**src/rtl/cpu_r_pkg.sv**
```systemverilog
// Shared encodings for the R-type CPU: controller states, ALU operation codes
// and the function-field constants the decoder, ALU and datapath agree on.
package cpu_r_pkg;

    typedef enum logic [2:0] {
        ST_IDLE = 3'd0,
        ST_IF   = 3'd1,
        ST_IFW  = 3'd2,
        ST_ID   = 3'd3,
        ST_EX   = 3'd4,
        ST_WB   = 3'd5,
        ST_ERR  = 3'd6
    } state_t;

    typedef enum logic [2:0] {
        ALU_AND = 3'd0,
        ALU_OR  = 3'd1,
        ALU_XOR = 3'd2,
        ALU_NOR = 3'd3,
        ALU_ADD = 3'd4,
        ALU_SUB = 3'd5,
        ALU_SLT = 3'd6,
        ALU_SLL = 3'd7
    } alu_op_t;

    localparam logic [5:0] OP_RTYPE = 6'b000000;

    localparam logic [5:0] FUNC_AND = 6'b100100;
    localparam logic [5:0] FUNC_OR  = 6'b100101;
    localparam logic [5:0] FUNC_XOR = 6'b100110;
    localparam logic [5:0] FUNC_NOR = 6'b100111;
    localparam logic [5:0] FUNC_ADD = 6'b100000;
    localparam logic [5:0] FUNC_SUB = 6'b100010;
    localparam logic [5:0] FUNC_SLT = 6'b101010;
    localparam logic [5:0] FUNC_SLL = 6'b000000;

    localparam int INST_CNT_W = 16;

endpackage

```
**src/rtl/r_func_decode.sv**
```systemverilog
// Combinational R-type decode: legality check and func-to-ALU_OP mapping.
module r_func_decode
    import cpu_r_pkg::*;
(
    input  logic [5:0] op_code,
    input  logic [5:0] func,
    output logic       legal,
    output alu_op_t    alu_op
);

    always_comb begin
        legal  = 1'b0;
        alu_op = ALU_AND;
        if (op_code == OP_RTYPE) begin
            legal = 1'b1;
            case (func)
                FUNC_AND: alu_op = ALU_AND;
                FUNC_OR:  alu_op = ALU_OR;
                FUNC_XOR: alu_op = ALU_XOR;
                FUNC_NOR: alu_op = ALU_NOR;
                FUNC_ADD: alu_op = ALU_ADD;
                FUNC_SUB: alu_op = ALU_SUB;
                FUNC_SLT: alu_op = ALU_SLT;
                FUNC_SLL: alu_op = ALU_SLL;
                default:  legal  = 1'b0;
            endcase
        end
    end

endmodule

```
**src/rtl/cpu_r_ctrl.sv**
```systemverilog
// Multi-cycle controller for R-type instructions: IF, IFW, ID, EX, WB with a
// sticky error trap for illegal words and a saturating retired-instruction count.
module cpu_r_ctrl
    import cpu_r_pkg::*;
(
    input  logic                  clk,
    input  logic                  Reset,
    input  logic                  run,
    input  logic [5:0]            op_code,
    input  logic [5:0]            func,
    output logic                  PC_inc,
    output logic                  IR_we,
    output logic                  RF_we,
    output logic [2:0]            ALU_OP,
    output logic [2:0]            state,
    output logic                  err,
    output logic [INST_CNT_W-1:0] inst_cnt
);

    state_t                state_q;
    state_t                state_d;
    alu_op_t               alu_op_q;
    logic                  err_q;
    logic [INST_CNT_W-1:0] inst_cnt_q;
    logic                  dec_legal;
    alu_op_t               dec_alu_op;

    function automatic logic [INST_CNT_W-1:0] sat_inc(input logic [INST_CNT_W-1:0] v);
        return (v == {INST_CNT_W{1'b1}}) ? v : v + 1'b1;
    endfunction

    r_func_decode u_decode (
        .op_code (op_code),
        .func    (func),
        .legal   (dec_legal),
        .alu_op  (dec_alu_op)
    );

    // State register and the registered side effects of each transition
    always_ff @(posedge clk) begin
        if (!Reset) begin
            state_q    <= ST_IDLE;
            alu_op_q   <= ALU_AND;
            err_q      <= 1'b0;
            inst_cnt_q <= '0;
        end else begin
            state_q <= state_d;
            if (state_q == ST_ID && dec_legal)
                alu_op_q <= dec_alu_op;
            if (state_d == ST_ERR)
                err_q <= 1'b1;
            if (state_q == ST_WB)
                inst_cnt_q <= sat_inc(inst_cnt_q);
        end
    end

    // Next state plus Moore strobes decoded from the registered state;
    // run is only looked at in IDLE and WB so a started instruction always finishes
    always_comb begin
        state_d = state_q;
        PC_inc  = 1'b0;
        IR_we   = 1'b0;
        RF_we   = 1'b0;
        case (state_q)
            ST_IDLE: state_d = run ? ST_IF : ST_IDLE;
            ST_IF:   state_d = ST_IFW;
            ST_IFW: begin
                state_d = ST_ID;
                IR_we   = 1'b1;
            end
            ST_ID:   state_d = dec_legal ? ST_EX : ST_ERR;
            ST_EX:   state_d = ST_WB;
            ST_WB: begin
                state_d = run ? ST_IF : ST_IDLE;
                RF_we   = 1'b1;
                PC_inc  = 1'b1;
            end
            ST_ERR:  state_d = ST_ERR;
            default: state_d = ST_ERR;
        endcase
    end

    assign ALU_OP   = alu_op_q;
    assign state    = state_q;
    assign err      = err_q;
    assign inst_cnt = inst_cnt_q;

endmodule

```
**config.mk**
```make
export PLATFORM = sky130hd
export DESIGN_NAME = cpu_r_ctrl
export DESIGN_NICKNAME = d
export VERILOG_FILES = /design/src/rtl/cpu_r_pkg.sv /design/src/rtl/r_func_decode.sv /design/src/rtl/cpu_r_ctrl.sv
export SDC_FILE = /design/constraint.sdc
export NUM_CORES = 1
export LEC_CHECK = 0
export CAP_MARGIN = 0
export CORE_MARGIN = 10
export CORE_UTILIZATION = 42
export CTS_BUF_LIST = sky130_fd_sc_hd__clkbuf_8
export DETAILED_ROUTE_END_ITERATION = 6
export MAX_ROUTING_LAYER = met4
export PLACE_DENSITY = 0.83
export SKIP_CTS_REPAIR_TIMING = 1
export SLEW_MARGIN = 25
export SYNTH_ARGS = -nofsm -noshare
export SYNTH_HDL_FRONTEND = slang
export SYNTH_HIERARCHICAL = 1
export SYNTH_SLANG_ARGS = --single-unit
```
**constraint.sdc**
```tcl
create_clock -name clk -period 1.8 [get_ports clk]
set_input_delay 0.18 -clock clk [delete_from_list [all_inputs] [get_ports clk]]
set_output_delay 0.18 -clock clk [all_outputs]
set_load 0.1 [all_outputs]
```
==> flow_metrics.tcl <==
set metrics [dict create \
    clock_latency_ns 0.27 \
    vdd_drop_max_mv 0.2629 \
    cts.path.max_buffers 2 \
    htreeDepth 1 \
    drt_iter0_markers 61 \
    dieHeight_um 76.22 \
    rsz0062_at_grt "false" \
    place_congestion 0.7868 \
    fp-row-count 20 \
    post-route-util_pct 62.19 \
    synth_edf_count 0 \
    relSlewSlack_pct 76.09 \
    crit_type "reg -> reg" \
    clk_pin_slew_ns 0.08 \
    timing.fmax_mhz 606.9 \
    ys_ff_latch 23 \
    synth_top_area_share_pct 34.68 \
    cp.required_ns 1.99 \
    cts_num_sinks 23 \
    placed_cell_area_um2 1823 \
    yosys.area_share.simple_pct 35.53 \
    drive_above_1_share_pct 35.82 \
    synth_cells 157 \
    cp.arrival_ns 1.84 \
    io_buffers 40 \
    final_hold_viol_count 0 \
    synth.most_common_cell "dfxtp_1" \
    grt_pass1_vias 1305 \
    status "complete, no violations" \
    yosys.area_share.xor_xnor_pct 0.6598 \
    start_util_pct 43.84 \
    drtAntennaViolNets 0 \
    avgRoutedWirePerCell_um 14.73 \
    setup_viol 0 \
    grt_pass1_wl_um 5996 \
    io-pin-count 41 \
    ys_types 45 \
    synth_top_family_by_area "simple AND/OR/NAND/NOR gates" \
    muxShareOfSynthArea_pct 9.802 \
    crit_slowest_cell "dfxtp_4" \
    wl_um 3608 \
    ys_seq_area_share_pct 34.68 \
    synth_area_leader_cell "dfxtp_1" \
    nFillCells 263 \
    synthAdderAreaFrac_pct 0.9425 \
    maxCapViolations 0 \
    ys_top_cells_by_area "dfxtp_1, mux2i_1, nand2_1, a21oi_1, nand2b_1" \
    ys.warnings.count 6 \
    synth_compound_area_share_pct 13.67 \
    insertedDiodeCount 0 \
    core_area_um2 3028 \
    min_period_ns 1.648 \
    fin_nets 218 \
    dieWidth_um 76.22 \
    cts_tree "done" \
    cts_buffers 3 \
    tightestPinTransition_ns 0.3584 \
    clock_skew_ns 0.003440 \
    start_kind "register" \
    drc 0 \
    final_cell_area_um2 1883 \
    p_leak_nw 0.7457 \
    critical_path.max_stage_delay_ns 0.37 \
    drt-pass1-iter-count 4 \
    synth_area_um2 1328 \
    ys_async_sr_fraction_pct 0 \
    synth_common_cells "dfxtp_1, nand2_1, mux2i_1" \
    route.vias.total 1316 \
    crit_path_cell_trace "ha_1, and3_1, nand4_1, nor4_2, mux2i_1" \
    worstHoldPathType "reg -> reg" \
    p_per_area_nw_per_um2 553.4 \
    via_per_inst 5.371 \
    grt_usage_pct 12.24 \
    grt_max_degree 21 \
    end_kind "register" \
    cts_root_buf "clkbuf_8" \
    dp_hpwl_um 2817 \
    synthesis.nets 173 \
    dieArea_um2 5809 \
    avgSynthCellArea_um2 8.456 \
    report.final.slew_viol_count 0 \
    area_growth_pct 41.85 \
    grt_overflow 0 \
    crit_fanout 6 \
    grt_antenna_before_repair 0 \
    ys.flop_type "dfxtp_1" \
    final.period_utilization_pct 91.53 \
]
[kinds of logic (layout without fill, tap and decap cells)]
| group | count (synthesis) | count (layout) |
|---|---|---|
| AOI/OAI and AO/OA | 28 | 28 |
| xor gates and xnor gates | 1 | 1 |
| and+or+nand+nor | 80 | 80 |
| muxes | 13 | 13 |
| adders and majority gates | 1 | 1 |
| buffers and inverters | 11 | 55 |
| DFF | 23 | 23 |
[through the flow]
step / hold slack (ns) / setup TNS (ns) / total power, mW / cells / setup WS (ns)
floorplan: 0.3252 / -0.01852 / 0.6601 / 157 / -0.01852
global placement: 0.4339 / 0 / 0.7282 / 240 / 0.04397
detailed placement: 0.4402 / -0.2258 / 0.7341 / 240 / -0.08644
CTS: 0.4529 / 0 / 1.053 / 244 / 0.1044
global route: 0.4631 / 0 / 1.084 / 245 / 0.004195
finish: 0.4479 / 0 / 1.042 / 245 / 0.1524
[state kept, by name, summed over array words and instances (netlist names)]
signal,cells
ALU_OP,3
state,3
err,1
inst_cnt,16
[routing by layer]
layer  global-route usage (%)  wire length (µm)  part of all wire, %  up-vias
met4                    2.974                32                 0.89        0
met5                        -                 0                    0        -
met3                    2.123                92                  2.5        5
met2                    21.94              1810                   50       31
met1                    13.70              1673                   46      616
li1                         -                 -                    -      664
[cells in the final DEF, fill, tap and decap left out, types with 6 or more instances in the layout]
cell type | synthesis | routed
buf_4 | 2 | 30
nand2_1 | 20 | 20
clkdlybuf4s50_1 | 0 | 14
mux2i_1 | 13 | 13
nor2_1 | 11 | 11
a21oi_1 | 11 | 11
dfxtp_2 | 0 | 10
dfxtp_4 | 0 | 9
nand2b_1 | 7 | 7
nand3_1 | 6 | 6
[power by group]
part / leakage (nW) / switching, mW / total, mW / internal (mW)
Combinational: 0.522 / 0.121 / 0.198 / 0.0774
Sequential: 0.198 / 0.0180 / 0.523 / 0.505
Clock: 0.0255 / 0.166 / 0.321 / 0.155
Total: 0.746 / 0.305 / 1.04 / 0.737
[worst max-delay path, delay by kind of cell (launching register included)]
kind,cells,cell delay (ns)
AND/OR/NAND/NOR,3,0.81
flip-flops,1,0.37
multiplexers,1,0.21
adder cells (fa/ha/maj),1,0.18
[path summary, 6_finish.rpt]
check                           slack [ns]  cells past startpoint        start      endpoint
worst min register to register        0.45                      2          err           err
worst max register to register        0.15                      5  inst_cnt[0]  inst_cnt[14]
worst min-delay path                  0.45                      2          err           err
worst max-delay path                  0.15                      5  inst_cnt[0]  inst_cnt[14]
[area by class of cell]
type	instances	area [µm²]	area share (%)
Sequential cell	23	506.7	26.91
Clock inverter	1	5.005	0.2658
Multi-Input combinational cell	123	822.0	43.65
Tap cell	44	55.05	2.924
Timing Repair Buffer	47	425.4	22.59
Clock buffer	3	41.29	2.193
Inverter	4	27.53	1.462
No activity file was read; power rests on OpenSTA's default activity.
